==> config.mk <==
export PLATFORM = sky130hd
export DESIGN_NAME = ring_gateway_wrr_arbiter_flat
export DESIGN_NICKNAME = d
export VERILOG_FILES = /design/src/rtl/ring_gateway_wrr_arbiter_if.sv /design/src/rtl/ring_gateway_wrr_arbiter.sv /design/src/flat_wrapper.sv
export SDC_FILE = /design/constraint.sdc
export NUM_CORES = 1
export LEC_CHECK = 0
export ABC_AREA = 1
export ABC_CLOCK_PERIOD_IN_PS = 4000
export CORE_AREA = 2 2 74 128
export CTS_CLUSTER_DIAMETER = 200
export CTS_CLUSTER_SIZE = 10
export DETAILED_ROUTE_END_ITERATION = 6
export DIE_AREA = 0 0 76 130
export GPL_ROUTABILITY_DRIVEN = 0
export MAX_ROUTING_LAYER = met4
export PLACE_DENSITY = 0.85
export SYNTH_ARGS = -nofsm -noshare
export SYNTH_HDL_FRONTEND = slang
export SYNTH_SLANG_ARGS = --single-unit
==> constraint.sdc <==
create_clock -name clk -period 4 [get_ports clk]
set_clock_uncertainty 0.05 [all_clocks]
set_input_delay 1.2 -clock clk [delete_from_list [all_inputs] [get_ports clk]]
set_output_delay 1.2 -clock clk [all_outputs]
set_load 0.005 [all_outputs]
==> src/rtl/ring_gateway_wrr_arbiter_if.sv <==
// Flit handshake bundle (dii_flit plus its ready) used on every arbiter port.
// The master drives valid/last/data and the slave drives ready.
interface ring_gateway_wrr_arbiter_if #(
  parameter int DATA_WIDTH = 16
);
  logic                  valid;
  logic                  last;
  logic [DATA_WIDTH-1:0] data;
  logic                  ready;

  modport master (output valid, output last, output data, input ready);
  modport slave  (input valid, input last, input data, output ready);
endinterface

==> src/rtl/ring_gateway_wrr_arbiter.sv <==
// Packet-granular weighted round-robin arbiter for the gateway's ring-0 output buffer.
// Sources: 0 = forwarded ring, 1 = local injection, 2 = external injection.
module ring_gateway_wrr_arbiter #(
  parameter int WEIGHT_WIDTH = 4,
  parameter int CNT_WIDTH    = 16,
  parameter int DATA_WIDTH   = 16
) (
  input  logic                        clk,
  input  logic                        rst,
  ring_gateway_wrr_arbiter_if.slave   in_ring,
  ring_gateway_wrr_arbiter_if.slave   in_local,
  ring_gateway_wrr_arbiter_if.slave   in_ext,
  ring_gateway_wrr_arbiter_if.master  out_mux,
  input  logic [WEIGHT_WIDTH-1:0]     weight_ring,
  input  logic [WEIGHT_WIDTH-1:0]     weight_local,
  input  logic [WEIGHT_WIDTH-1:0]     weight_ext,
  input  logic                        cnt_clear,
  output logic [CNT_WIDTH-1:0]        cnt_ring,
  output logic [CNT_WIDTH-1:0]        cnt_local,
  output logic [CNT_WIDTH-1:0]        cnt_ext,
  output logic [2:0]                  grant,
  output logic                        busy
);

  typedef enum logic {IDLE, GRANT} state_t;

  state_t                  state_q, state_d;
  logic [2:0]              grant_q, grant_d;
  logic [1:0]              rrPtr_q, rrPtr_d;
  logic [WEIGHT_WIDTH-1:0] quota_q, quota_d;
  logic                    inPkt_q, inPkt_d;
  logic [CNT_WIDTH-1:0]    cnt_q [3];
  logic [CNT_WIDTH-1:0]    cnt_d [3];

  logic [2:0]              validVec, lastVec, readyVec;
  logic [DATA_WIDTH-1:0]   dataVec [3];
  logic [WEIGHT_WIDTH-1:0] weightVec [3];

  logic [1:0]              gIdx, pick, cand;
  logic                    found, gValid, gLast, xfer, pktEnd, othersValid, quotaOut;
  logic [DATA_WIDTH-1:0]   gData;
  logic                    outValid, outLast;
  logic [DATA_WIDTH-1:0]   outData;

  function automatic logic [WEIGHT_WIDTH-1:0] clampWeight(input logic [WEIGHT_WIDTH-1:0] w);
    return (w == '0) ? WEIGHT_WIDTH'(1) : w;
  endfunction

  assign validVec     = {in_ext.valid, in_local.valid, in_ring.valid};
  assign lastVec      = {in_ext.last, in_local.last, in_ring.last};
  assign dataVec[0]   = in_ring.data;
  assign dataVec[1]   = in_local.data;
  assign dataVec[2]   = in_ext.data;
  assign weightVec[0] = weight_ring;
  assign weightVec[1] = weight_local;
  assign weightVec[2] = weight_ext;

  always_comb begin
    gIdx  = 2'd0;
    gData = '0;
    if (grant_q[1])      gIdx = 2'd1;
    else if (grant_q[2]) gIdx = 2'd2;
    gValid      = |(grant_q & validVec);
    gLast       = |(grant_q & lastVec);
    othersValid = |(validVec & ~grant_q);
    for (int s = 0; s < 3; s++) gData = gData | (dataVec[s] & {DATA_WIDTH{grant_q[s]}});
  end

  // Round-robin search starting at rrPtr_q, wrapping modulo 3.
  always_comb begin
    found = 1'b0;
    pick  = 2'd0;
    cand  = 2'd0;
    for (int k = 0; k < 3; k++) begin
      cand = 2'((int'(rrPtr_q) + k) % 3);
      if (!found && validVec[cand]) begin
        found = 1'b1;
        pick  = cand;
      end
    end
  end

  always_comb begin
    state_d  = state_q;
    grant_d  = grant_q;
    rrPtr_d  = rrPtr_q;
    quota_d  = quota_q;
    inPkt_d  = inPkt_q;
    readyVec = 3'b000;
    outValid = 1'b0;
    outLast  = 1'b0;
    outData  = '0;
    xfer     = 1'b0;
    pktEnd   = 1'b0;
    quotaOut = 1'b0;
    case (state_q)
      IDLE: begin
        if (found) begin
          state_d = GRANT;
          grant_d = 3'b001 << pick;
          quota_d = clampWeight(weightVec[pick]);
        end
      end
      GRANT: begin
        if (grant_q == 3'b000) begin
          state_d = IDLE;
        end else begin
          outValid = gValid;
          outLast  = gLast;
          outData  = gData;
          readyVec = grant_q & {3{out_mux.ready}};
          xfer     = gValid & out_mux.ready;
          pktEnd   = xfer & gLast;
          quotaOut = pktEnd && (quota_q <= WEIGHT_WIDTH'(1));
          if (xfer) inPkt_d = ~gLast;
          if (pktEnd) quota_d = quota_q - WEIGHT_WIDTH'(1);
          // Releases are only considered on packet boundaries; a lone requester reloads instead.
          if (!inPkt_d) begin
            if (othersValid && (quotaOut || !gValid)) begin
              state_d = IDLE;
              grant_d = 3'b000;
              rrPtr_d = (gIdx == 2'd2) ? 2'd0 : gIdx + 2'd1;
            end else if (quotaOut) begin
              quota_d = clampWeight(weightVec[gIdx]);
            end
          end
        end
      end
      default: state_d = IDLE;
    endcase
  end

  always_comb begin
    for (int s = 0; s < 3; s++) begin
      cnt_d[s] = cnt_q[s];
      if (cnt_clear)
        cnt_d[s] = '0;
      else if (pktEnd && grant_q[s] && (cnt_q[s] != {CNT_WIDTH{1'b1}}))
        cnt_d[s] = cnt_q[s] + CNT_WIDTH'(1);
    end
  end

  always_ff @(posedge clk or posedge rst) begin
    if (rst) begin
      state_q <= IDLE;
      grant_q <= 3'b000;
      rrPtr_q <= 2'd0;
      quota_q <= '0;
      inPkt_q <= 1'b0;
      for (int s = 0; s < 3; s++) cnt_q[s] <= '0;
    end else begin
      state_q <= state_d;
      grant_q <= grant_d;
      rrPtr_q <= rrPtr_d;
      quota_q <= quota_d;
      inPkt_q <= inPkt_d;
      for (int s = 0; s < 3; s++) cnt_q[s] <= cnt_d[s];
    end
  end

  assign in_ring.ready  = readyVec[0];
  assign in_local.ready = readyVec[1];
  assign in_ext.ready   = readyVec[2];
  assign out_mux.valid  = outValid;
  assign out_mux.last   = outLast;
  assign out_mux.data   = outData;
  assign cnt_ring       = cnt_q[0];
  assign cnt_local      = cnt_q[1];
  assign cnt_ext        = cnt_q[2];
  assign grant          = grant_q;
  assign busy           = (state_q == GRANT);

endmodule
==> src/flat_wrapper.sv <==
// flat-port wrapper written by rule: the top's interface ports become plain ports
module ring_gateway_wrr_arbiter_flat 
#(
  parameter int WEIGHT_WIDTH = 4,
  parameter int CNT_WIDTH    = 16,
  parameter int DATA_WIDTH   = 16
)
  (clk, rst, weight_ring, weight_local, weight_ext, cnt_clear, cnt_ring, cnt_local, cnt_ext, grant, busy, in_ring_valid, in_ring_last, in_ring_data, in_ring_ready, in_local_valid, in_local_last, in_local_data, in_local_ready, in_ext_valid, in_ext_last, in_ext_data, in_ext_ready, out_mux_valid, out_mux_last, out_mux_data, out_mux_ready);
  ring_gateway_wrr_arbiter_if #(.DATA_WIDTH(DATA_WIDTH)) in_ring_i ();
  ring_gateway_wrr_arbiter_if #(.DATA_WIDTH(DATA_WIDTH)) in_local_i ();
  ring_gateway_wrr_arbiter_if #(.DATA_WIDTH(DATA_WIDTH)) in_ext_i ();
  ring_gateway_wrr_arbiter_if #(.DATA_WIDTH(DATA_WIDTH)) out_mux_i ();
  input  logic clk;
  input  logic rst;
  input  logic [WEIGHT_WIDTH-1:0] weight_ring;
  input  logic [WEIGHT_WIDTH-1:0] weight_local;
  input  logic [WEIGHT_WIDTH-1:0] weight_ext;
  input  logic cnt_clear;
  output logic [CNT_WIDTH-1:0] cnt_ring;
  output logic [CNT_WIDTH-1:0] cnt_local;
  output logic [CNT_WIDTH-1:0] cnt_ext;
  output logic [2:0] grant;
  output logic busy;
  input wire logic [$bits(in_ring_i.valid)-1:0] in_ring_valid;
  input wire logic [$bits(in_ring_i.last)-1:0] in_ring_last;
  input wire logic [$bits(in_ring_i.data)-1:0] in_ring_data;
  output wire logic [$bits(in_ring_i.ready)-1:0] in_ring_ready;
  input wire logic [$bits(in_local_i.valid)-1:0] in_local_valid;
  input wire logic [$bits(in_local_i.last)-1:0] in_local_last;
  input wire logic [$bits(in_local_i.data)-1:0] in_local_data;
  output wire logic [$bits(in_local_i.ready)-1:0] in_local_ready;
  input wire logic [$bits(in_ext_i.valid)-1:0] in_ext_valid;
  input wire logic [$bits(in_ext_i.last)-1:0] in_ext_last;
  input wire logic [$bits(in_ext_i.data)-1:0] in_ext_data;
  output wire logic [$bits(in_ext_i.ready)-1:0] in_ext_ready;
  output wire logic [$bits(out_mux_i.valid)-1:0] out_mux_valid;
  output wire logic [$bits(out_mux_i.last)-1:0] out_mux_last;
  output wire logic [$bits(out_mux_i.data)-1:0] out_mux_data;
  input wire logic [$bits(out_mux_i.ready)-1:0] out_mux_ready;
  assign in_ring_i.valid = in_ring_valid;
  assign in_ring_i.last = in_ring_last;
  assign in_ring_i.data = in_ring_data;
  assign in_ring_ready = in_ring_i.ready;
  assign in_local_i.valid = in_local_valid;
  assign in_local_i.last = in_local_last;
  assign in_local_i.data = in_local_data;
  assign in_local_ready = in_local_i.ready;
  assign in_ext_i.valid = in_ext_valid;
  assign in_ext_i.last = in_ext_last;
  assign in_ext_i.data = in_ext_data;
  assign in_ext_ready = in_ext_i.ready;
  assign out_mux_valid = out_mux_i.valid;
  assign out_mux_last = out_mux_i.last;
  assign out_mux_data = out_mux_i.data;
  assign out_mux_i.ready = out_mux_ready;
  ring_gateway_wrr_arbiter #(.WEIGHT_WIDTH(WEIGHT_WIDTH), .CNT_WIDTH(CNT_WIDTH), .DATA_WIDTH(DATA_WIDTH)) u_core (.clk(clk), .rst(rst), .in_ring(in_ring_i), .in_local(in_local_i), .in_ext(in_ext_i), .out_mux(out_mux_i), .weight_ring(weight_ring), .weight_local(weight_local), .weight_ext(weight_ext), .cnt_clear(cnt_clear), .cnt_ring(cnt_ring), .cnt_local(cnt_local), .cnt_ext(cnt_ext), .grant(grant), .busy(busy));
endmodule
# After elaboration in Yosys (flattened, before gate mapping)
# Index checks and enable logic that the tools add are counted.
[totals]
reg_bits = 59
inputBits = 70
output_inout_bits = 73
elab_cells = 137
[classes]
addsub = 7
n_div = 3
order_cmp = 6
n_eq_ne = 8
shift = 1
n_mux = 59
bitwise_logic = 18
reduce_logical = 27
[ops]
columns = ["operator", "count"]
rows = [
  ["16-bit two-way mux", 8],
  ["32-bit by 3-bit modulo with 32-bit output, second input constant", 2],
  ["16-bit by 1-bit adder with 16-bit output, second input constant", 3],
  ["16-bit AND", 3],
  ["4-bit two-way mux", 12],
  ["16-bit inequality test, second input constant", 3],
  ["3-bit by 3-bit modulo with 32-bit output, second input constant", 1],
  ["16-bit bitwise OR", 2],
  ["1-bit two-way mux", 19],
  ["3-bit two-way mux", 6],
  ["4-bit binary-select mux with 2-bit select", 2],
  ["3-bit AND", 4],
  ["2-bit two-way mux", 6],
  ["1-bit logical AND", 10],
  ["2-bit by 3-bit less-than comparator with 1-bit output, second input constant", 3],
  ["3-bit OR reduction", 3],
  ["4-bit zero test", 2],
  ["4-bit case mux with 2 select lines", 1],
  ["4-bit AND reduction", 2],
  ["1-bit binary-select mux with 2-bit select", 3],
  ["3-bit >= comparator, second input constant", 2],
  ["2-bit inequality test, second input constant", 3],
  ["2-bit NOT with 3-bit output", 2],
  ["3-bit case mux with 2 select lines", 1],
  ["17 further kinds", 26],
]

# Logic depth before layout (Yosys ltp)
# Gate-level depths: netlist of the first run.
[depth]
depth_word = 18
ltp_mapped = 17

# Worst setup path before layout of the first run
# No wires, ideal clock.
[synth_path]
kind = "input-to-output"
start = "input port in_local_last"
end = "output port out_mux_last"
arrival_ns = 1.517
required_ns = 2.750
setup_slack_ns = 1.233
path_stages = 4
path_buffers = 0
path_cell_list = "nand2_1 -> nand3_2 -> nand2_1 -> inv_1"
[synth_via]
elab_chain_cells = 4
[synth_lines]
columns = ["element", "line_no", "text"]
rows = [
  ["from (decl)", "flat_wrapper.sv:29", "input wire logic [$bits(in_local_i.last)-1:0] in_local_last;"],
  ["3-bit AND", "ring_gateway_wrr_arbiter.sv:64", "gLast = |(grant_q & lastVec);"],
  ["3-bit OR reduction", "ring_gateway_wrr_arbiter.sv:64", ""],
  ["1-bit two-way mux", "ring_gateway_wrr_arbiter.sv:105", "if (grant_q == 3'b000) begin"],
  ["1-bit two-way mux", "ring_gateway_wrr_arbiter.sv:96", "case (state_q)"],
  ["to (decl)", "flat_wrapper.sv:37", "output wire logic [$bits(out_mux_i.last)-1:0] out_mux_last;"],
]
# Every way passes these cells.

# Worst setup path after layout of the first run
[layout_path]
start = "input port in_ext_valid"
end = "output port out_mux_valid"
[layout_via]
elab_chain_cells = 4
[layout_lines]
columns = ["element", "line_no", "text"]
rows = [
  ["from (decl)", "flat_wrapper.sv:32", "input wire logic [$bits(in_ext_i.valid)-1:0] in_ext_valid;"],
  ["3-bit AND", "ring_gateway_wrr_arbiter.sv:63", "gValid = |(grant_q & validVec);"],
  ["3-bit OR reduction", "ring_gateway_wrr_arbiter.sv:63", ""],
  ["1-bit two-way mux", "ring_gateway_wrr_arbiter.sv:105", ""],
  ["1-bit two-way mux", "ring_gateway_wrr_arbiter.sv:96", ""],
  ["to (decl)", "flat_wrapper.sv:36", "output wire logic [$bits(out_mux_i.valid)-1:0] out_mux_valid;"],
]
# Every way passes these cells.

==> results of run 1 <==
-- layout by cell type, fill, tap and decap left out, types with 2 or more instances in the layout --
| master | instances |
|---|---|
| o31ai_1 | 13 |
| buf_4 | 7 |
| nand3_1 | 43 |
| nor4_1 | 4 |
| o21ai_0 | 28 |
| o211ai_1 | 2 |
| inv_1 | 85 |
| a21oi_1 | 29 |
| nor2_2 | 2 |
| clkbuf_16 | 9 |
| nand3_2 | 4 |
| xor2_1 | 15 |
| ha_1 | 9 |
| nor2_1 | 73 |
| clkinvlp_4 | 2 |
| clkdlybuf4s50_1 | 142 |
| a31oi_4 | 3 |
| nand4_1 | 11 |
| inv_2 | 13 |
| nand2_2 | 8 |
| nor2_4 | 4 |
| a31oi_1 | 3 |
| clkinv_2 | 3 |
| nand2_1 | 190 |
| nor3_1 | 22 |
| dfrtp_1 | 59 |
| o22ai_1 | 3 |
| nand2_4 | 2 |
| o21ai_1 | 8 |
| nor3_2 | 3 |
-- through the flow --
stage          area [sq um]  cells  power (uW)
2_1_floorplan          4380    660        1640
3_3_place_gp           5940    914        2150
3_5_place_dp           5940    914        2210
4_1_cts                6230    930        2970
5_1_grt                6230    930        3200
6_report               6230    930        2970
-- worst max-delay path: cells and delay by family --
family,cells,cell delay [ns]
AND/OR/NAND/NOR,3,0.29
buffers and inverters,3,1.12
-- power groups by stage --
stage / Clock [uW] / Combinational (uW) / Sequential [uW]
detailed placement: 0 / 1410 / 806
CTS: 759 / 1410 / 796
finish: 746 / 1430 / 797
global placement: 0 / 1350 / 799
global route: 786 / 1600 / 810
floorplan: 0 / 926 / 713
-- how the worst max path moves through the flow --
| stage | endpoint | slack (ns) | depth (start not counted) | from |
|---|---|---|---|---|
| 4_1_cts | out_mux_valid | 0.15 | 6 | in_ext_valid |
| 3_5_place_dp | out_mux_valid | 0.15 | 6 | in_ext_valid |
| 5_1_grt | out_mux_valid | 0.07 | 6 | in_ring_valid |
| 3_3_place_gp | out_mux_valid | 0.19 | 6 | in_ext_valid |
| 2_1_floorplan | out_mux_last | 1.23 | 4 | in_local_last |
| 6_report | out_mux_valid | 0.14 | 6 | in_ext_valid |
-- sequential cells by signal, summed over array words and instances, names as in the netlist --
register          flops
u_core.cnt_ext       16
u_core.cnt_local     16
u_core.cnt_ring      16
u_core.quota_q        4
u_core.grant          3
u_core.rrPtr_q        2
u_core.busy           1
u_core.inPkt_q        1
-- cell families (layout without fill, tap and decap cells) --
| kind of cell | after synthesis | in the layout |
|---|---|---|
| xor+xnor | 16 | 16 |
| compound gates | 94 | 94 |
| flops | 59 | 59 |
| fa+ha+maj | 9 | 9 |
| buf+inv | 113 | 263 |
| simple gates | 369 | 369 |
-- per-layer routing --
layer	vias up	track usage [%]	share of wire [%]
met5	-	-	0
met4	0	17.2	5.0
met3	73	6.02	7.5
met2	311	57.7	53
met1	2375	28.0	34
li1	2419	-	-
-- area by class of cell --
cell class / count / area share [%]
multi-input cells: 488 / 39.6
flip-flops and latches: 59 / 23.7
repair buffers: 149 / 23.6
inverters: 98 / 5.90
clock buffers: 9 / 3.61
well taps: 120 / 2.41
clock inverters: 7 / 1.10
==> impl_results.md, run 1 <==
- Chip Height: between 100 and 150 um
- Hold Buf Count CTS: 0
- Flops & latches, synth: 59
- Switch share: approximately two fifths
- 1st-iter DRT viols: roughly 260
- Total track usage: a little under a third
- Share of the synthesized area in the top cell type: ~34%
- Multiplexer share of the synthesized area: 0%
- Lkg Pwr: roughly 0.0028 uW
- Clock transition at the registers of the reported paths: about 0.050 ns
- Antenna viol nets, final: 0
- Sequential cell area: roughly 1500 sq um
- Initial Util: 49.1%
- # Post-CTS Setup Buffers: 0
- P_sw: roughly 1200 uW
- Hold WS: between 0.4 and 0.5 ns
- Synthesized area: about 4400 sq um
- Worst Path Max Fanout: 5
- Status: complete, no violations
- PortBufs: approximately 140
- N_diodes: 0
- Hold path depth: 2
- Largest net degree at the start of global routing: 39
- Clk buf depth: 2
- CTS Buf Count: 9
- Netlist cell types: 38
- Crit-path slowest cell: clkdlybuf4s50_1
- Fmax: approximately 0.26 GHz
- CP Class: in -> out
- Min-Delay Endpoint: u_core.inPkt_q$_DFFE_PP0P_
- Xor and xnor fraction of the mapped netlist area: 3.20%
- Unrepaired setup endpoints after global routing: no
- DR vias/cell: between 5 and 6
- Worst EP required: 2.75 ns
- Drt total wl: 14.4 mm
- Ys flop type: dfrtp_1
- Final setup vio count: 0
- Resized cells post-CTS: 0
- Hold Fails Final Rpt: 0
- Die Width: 76 um
- Largest cells by area after synthesis: dfrtp_1 (34%), nand2_1 (16%), inv_1 (7.4%), nor2_1 (6.3%), nand3_1 (4.9%)
- Setup ws final: between 0.1 and 0.15 ns
- Synth warnings: 0
- R2R Path Start: u_core.grant[0]$_DFFE_PP0P_
- Row Count: 46
- # DRC: 0
- Fillers: between 700 and 800
- Clk pwr share: 25.1%
- Cell taking the most area after synthesis: dfrtp_1
- Slew @ Worst Pin: 0.885 ns
- TritonCTS sink count: about 60
- CTS tree: yes
- CP startpoint kind: input pin
- Initial antenna violation count: 0
- CTS H-tree lvls: 3
- HPWL after DPL: around 11 mm
- Internal power: roughly 1700 uW
- Pre-CTS worst setup slack: around 0.15 ns
- Adder-cell area share of the yosys netlist: under 10%
- CP peak stage delay: roughly 0.56 ns
- Syn nets: around 740
- Global-route wire length before repair: 23.3 mm
- Vias: between 5000 and 6000
- Footprint of the multi-input gates: 2470 sq um
- Cell Pwr Density: 477 nW/um^2
- Min Tclk post-route: 3.86 ns
- CP Cell Sequence: clkdlybuf4s50_1 > nand2_1 > nand3_2 > nand2_1 > inv_1 > clkdlybuf4s50_1
- RR Endpoint: u_core.cnt_ext[12]$_DFFE_PP0P_
- Layout cells sized above 1: 7.90%
- Post-synthesis simple-gate area fraction: 37.4%
- Async set-reset flop share out of synthesis: 100%
- Area Growth Syn to Fin: 42.3%
- Sequential fraction of the synthesis area: 33.7%
- GR Overflow Total: 0
- R2r worst-path depth: 9
- Fin util: around 70%
- Period Utilization, post-route: between 90 and 100%
- Comb power frac: 48.1%
- Io pins: roughly 140
- Net count, final: between 800 and 900
- Avg Synthesized Cell Area: approximately 6.6 sq um
- Root buf cell: clkbuf_16
- Setup TNS: 0 ns
- Maxcap violations: 0
- Worst reg-to-reg setup slack: approximately 1.3 ns
- Sequential share of power: a little over a quarter
- Largest family of logic cells by synthesized area: simple AND/OR/NAND/NOR gates
- Most frequent cell after synthesis: nand2_1
- Slew Limit Fails: 0
- VDD IR max: 0.344 mV
- Setup crit end kind: output pin
- Router iterations before antenna repair: 5
- Cells after Synth: 660
- Hold crit path type: reg -> reg
- Compound-Gate Fraction of Synth Area: a little over an eighth
- Vias in the first global route: 5108
- Worst skew pair latency: approximately 0.33 ns
- Commonest cells in the netlist: nand2_1 (190), inv_1 (86), nor2_1 (73)
- Crit path DAT: 2.61 ns
- Post-synth EDFFs: 0
- Worst slew margin: about two fifths
- HP Start: u_core.inPkt_q$_DFFE_PP0P_
- Die area: approximately 9900 sq um
- WL per Instance: between 15 and 20 um
- Core area: ~8900 sq um
Note: power is estimated with default switching activity, not from simulation.
==> inputs of run 2 (changes only) <==
--- a/config.mk
+++ b/config.mk
@@ -5,16 +5,15 @@
 export SDC_FILE = /design/constraint.sdc
 export NUM_CORES = 1
 export LEC_CHECK = 0
-export ABC_AREA = 1
-export ABC_CLOCK_PERIOD_IN_PS = 4000
-export CORE_AREA = 2 2 74 128
+export ABC_CLOCK_PERIOD_IN_PS = 4600
+export CORE_AREA = 2 2 78 135
 export CTS_CLUSTER_DIAMETER = 200
 export CTS_CLUSTER_SIZE = 10
 export DETAILED_ROUTE_END_ITERATION = 6
-export DIE_AREA = 0 0 76 130
+export DIE_AREA = 0 0 80 137
 export GPL_ROUTABILITY_DRIVEN = 0
 export MAX_ROUTING_LAYER = met4
-export PLACE_DENSITY = 0.85
+export PLACE_DENSITY = 0.72
 export SYNTH_ARGS = -nofsm -noshare
 export SYNTH_HDL_FRONTEND = slang
 export SYNTH_SLANG_ARGS = --single-unit
==> constraint.sdc (replaced) <==
create_clock -name clk -period 4.6 [get_ports clk]
set_clock_uncertainty 0.05 [all_clocks]
set_input_delay 1.38 -clock clk [delete_from_list [all_inputs] [get_ports clk]]
set_output_delay 1.38 -clock clk [all_outputs]
set_load 0.005 [all_outputs]
==> run 2 against run 1 <==
Register-to-register slack better by 0.25 ns. Total power fell by 14%. Sequential cell count unchanged. Highest routed layer unchanged.
==> impl_results.md, run 2 <==
- Share of the synthesized area in the top cell type: a little under two fifths
- WL per Instance: between 15 and 20 um
- Final setup vio count: 0
- GR Overflow Total: 0
- Slew @ Worst Pin: ~0.80 ns
- Largest cells by area after synthesis: dfrtp_1 (38%), nor2_1 (8.3%), xor2_1 (5.9%), a222oi_1 (4.9%), mux2i_1 (3.9%)
- CTS H-tree lvls: 3
- CP Class: in -> out
- Min Tclk post-route: around 4.3 ns
- Layout Cells excl Fill: about 720
- Largest net degree at the start of global routing: ~50
- Worst Path Max Fanout: 6
- Most frequent cell after synthesis: nor2_1
- Sequential fraction of the synthesis area: about two fifths
- Slew Limit Fails: 0
- Hold crit path type: reg -> reg
- Xor and xnor fraction of the mapped netlist area: 9.11%
- Most frequent cells in the layout: clkdlybuf4s50_1 (142), nor2_1 (85), dfrtp_1 (59), nand2_1 (40), xor2_1 (26)
- Commonest cells in the netlist: nor2_1 (85), dfrtp_1 (59), nand2_1 (40)
- TritonCTS sink count: 59
- Clock transition at the registers of the reported paths: 0.05 ns
- 1st-iter DRT viols: ~330
- Post-synthesis simple-gate area fraction: 26.4%
- VDD IR max: roughly 0.27 mV
- Router iterations before antenna repair: 4
- Crit-path slowest cell: clkdlybuf4s50_1
- Resized cells post-CTS: 0
- Hold WS: between 0.4 and 0.5 ns
- Io pins: around 140
- Footprint of the multi-input gates: about 2200 sq um
- Synth warnings: 0
- Chip Height: around 140 um
- PortBufs: ~140
- Avg Synthesized Cell Area: a little under 9 sq um
- Area Growth Syn to Fin: 49.7%
- Worst skew pair latency: approximately 0.33 ns
- # Post-CTS Setup Buffers: 0
- Worst slew margin: between 40% and 50%
- Fmax: 0.232 GHz
- Multiplexer share of the synthesized area: ~4.5%
- Period Utilization, post-route: 93.7%
- CTS Buf Count: 9
- Die area: 11000 sq um
- Hold Fails Final Rpt: 0
- Hold Buf Count CTS: 0
- Setup TNS: 0 ns
- CP Cell Sequence: clkdlybuf4s50_1 > a222oi_1 > nor2_1 > clkdlybuf4s50_1
- Drt total wl: between 10 and 15 mm
- Cell mode on critical path: clkdlybuf4s50_1
- Die Width: about 80 um
- Hold path depth: 1
- Setup crit end kind: output pin
- Post-synth EDFFs: 0
- Antenna viol nets, final: 0
- Initial antenna violation count: 0
- Global-route wire length before repair: ~19 mm
- Cells after Synth: roughly 440
- Flops & latches, synth: slightly below 60
- Worst reg-to-reg setup slack: between 1.5 and 2 ns
- Crit path DAT: roughly 2.9 ns
- Initial Util: 39.0%
- Status: complete, no violations
- # DRC: 0
- Clk buf depth: 2
- Commonest non-fill, non-tap cell in the layout: clkdlybuf4s50_1
- Net count, final: approximately 670
- Largest family of logic cells by synthesized area: simple AND/OR/NAND/NOR gates
- Lkg Pwr: approximately 0.0023 uW
- N_diodes: 0
- CP startpoint kind: input pin
- Sequential cell area: approximately 1500 sq um
- Compound-Gate Fraction of Synth Area: ~15%
- Worst EP required: 3.17 ns
- Cell Pwr Density: between 400 and 500 nW/um^2
- DR vias/cell: ~5.6
- HPWL after DPL: around 9.1 mm
- Async set-reset flop share out of synthesis: 100%
- Total track usage: between 20 and 25%
- Post-Place Cells: 700
- Vias: just under 4000
- Netlist cell types: 58
- Root buf cell: clkbuf_16
- Row Count: between 40 and 50
- Maxcap violations: 0
- Fillers: 886
- Cell taking the most area after synthesis: dfrtp_1
- R2r worst-path depth: 7
- Layout cells sized above 1: just under 7%
- Unrepaired setup endpoints after global routing: no
- Synthesized area: ~3800 sq um
- Vias in the first global route: just under 4000
- CP peak stage delay: 0.51 ns
- CTS tree: yes
- Adder-cell area share of the yosys netlist: around 3%
- Ys flop type: dfrtp_1
- Core area: 9850 sq um
- Syn nets: 520
[run 2: changes by cell type in the layout (fill, tap and decap cells not counted), sizes merged, moves of 13 or more]
| cell | change |
|---|---|
| inv | -85 |
| mux2i | +15 |
| o21ai | -20 |
| nor3 | -22 |
| a222oi | +19 |
| xnor2 | +13 |
| nand2 | -160 |
| nand3 | -28 |
[run 2: cells by family after synthesis]
family                     after synthesis
and+or+nand+nor                        206
muxes                                   17
buffers and inverters                   32
AOI/OAI and AO/OA                       78
DFF                                     59
xor gates and xnor gates                40
adders and majority gates                9
[run 2: final timing paths]
check,endpoint,startpoint
max,out_mux_valid,in_ring_valid
max reg2reg,u_core.cnt_ext[9]$_DFFE_PP0P_,u_core.grant[0]$_DFFE_PP0P_
max in group asynchronous,u_core.cnt_ring[6]$_DFFE_PP0P_,rst
min,u_core.inPkt_q$_DFFE_PP0P_,u_core.inPkt_q$_DFFE_PP0P_
min in group asynchronous,u_core.cnt_local[10]$_DFFE_PP0P_,rst
min reg2reg,u_core.inPkt_q$_DFFE_PP0P_,u_core.inPkt_q$_DFFE_PP0P_
[run 2: through the flow]
| stage | utilization, % | power, uW | setup slack, ns | cell area (sq um) |
|---|---|---|---|---|
| finish | 58.4 | 2560 | 0.292 | 5760 |
| global route | 58.4 | 2710 | 0.199 | 5760 |
| CTS | 58.4 | 2580 | 0.292 | 5760 |
| detailed placement | 55.1 | 1830 | 0.314 | 5430 |
| global placement | 55.1 | 1800 | 0.326 | 5430 |
| floorplan | - | 1390 | 1.10 | 3850 |
[run 2: cell type report]
| type | instances | area share (%) |
|---|---|---|
| clock buffer | 11 | 4.39 |
| clock inverter | 5 | 1.30 |
| timing repair buffer | 153 | 26.1 |
| multi-input combinational | 350 | 39.0 |
| inverter | 13 | 0.848 |
| sequential | 59 | 25.6 |
| tap | 125 | 2.72 |
[run 2: critical path, delay by kind of cell]
kind,cells,cell delay [ns]
buffers and inverters,2,0.98
AOI/OAI and AO/OA,1,0.42
and+or+nand+nor,1,0.10
[run 2: power by group]
| group | internal, uW | leakage [uW] | switching [uW] |
|---|---|---|---|
| registers | 571 | 0.000802 | 85.9 |
| clock network | 500 | 0.000165 | 228 |
| logic | 556 | 0.00135 | 617 |
| total | 1630 | 0.00232 | 931 |
[run 2: per-layer routing]
layer  vias to the layer above  GRT usage [%]  share of wire, %
met3                        28           6.20               8.3
li1                       1876              -                 -
met4                         0           9.42               2.9
met1                      1899           22.9                37
met5                         -              -                 0
met2                       171           40.1                52
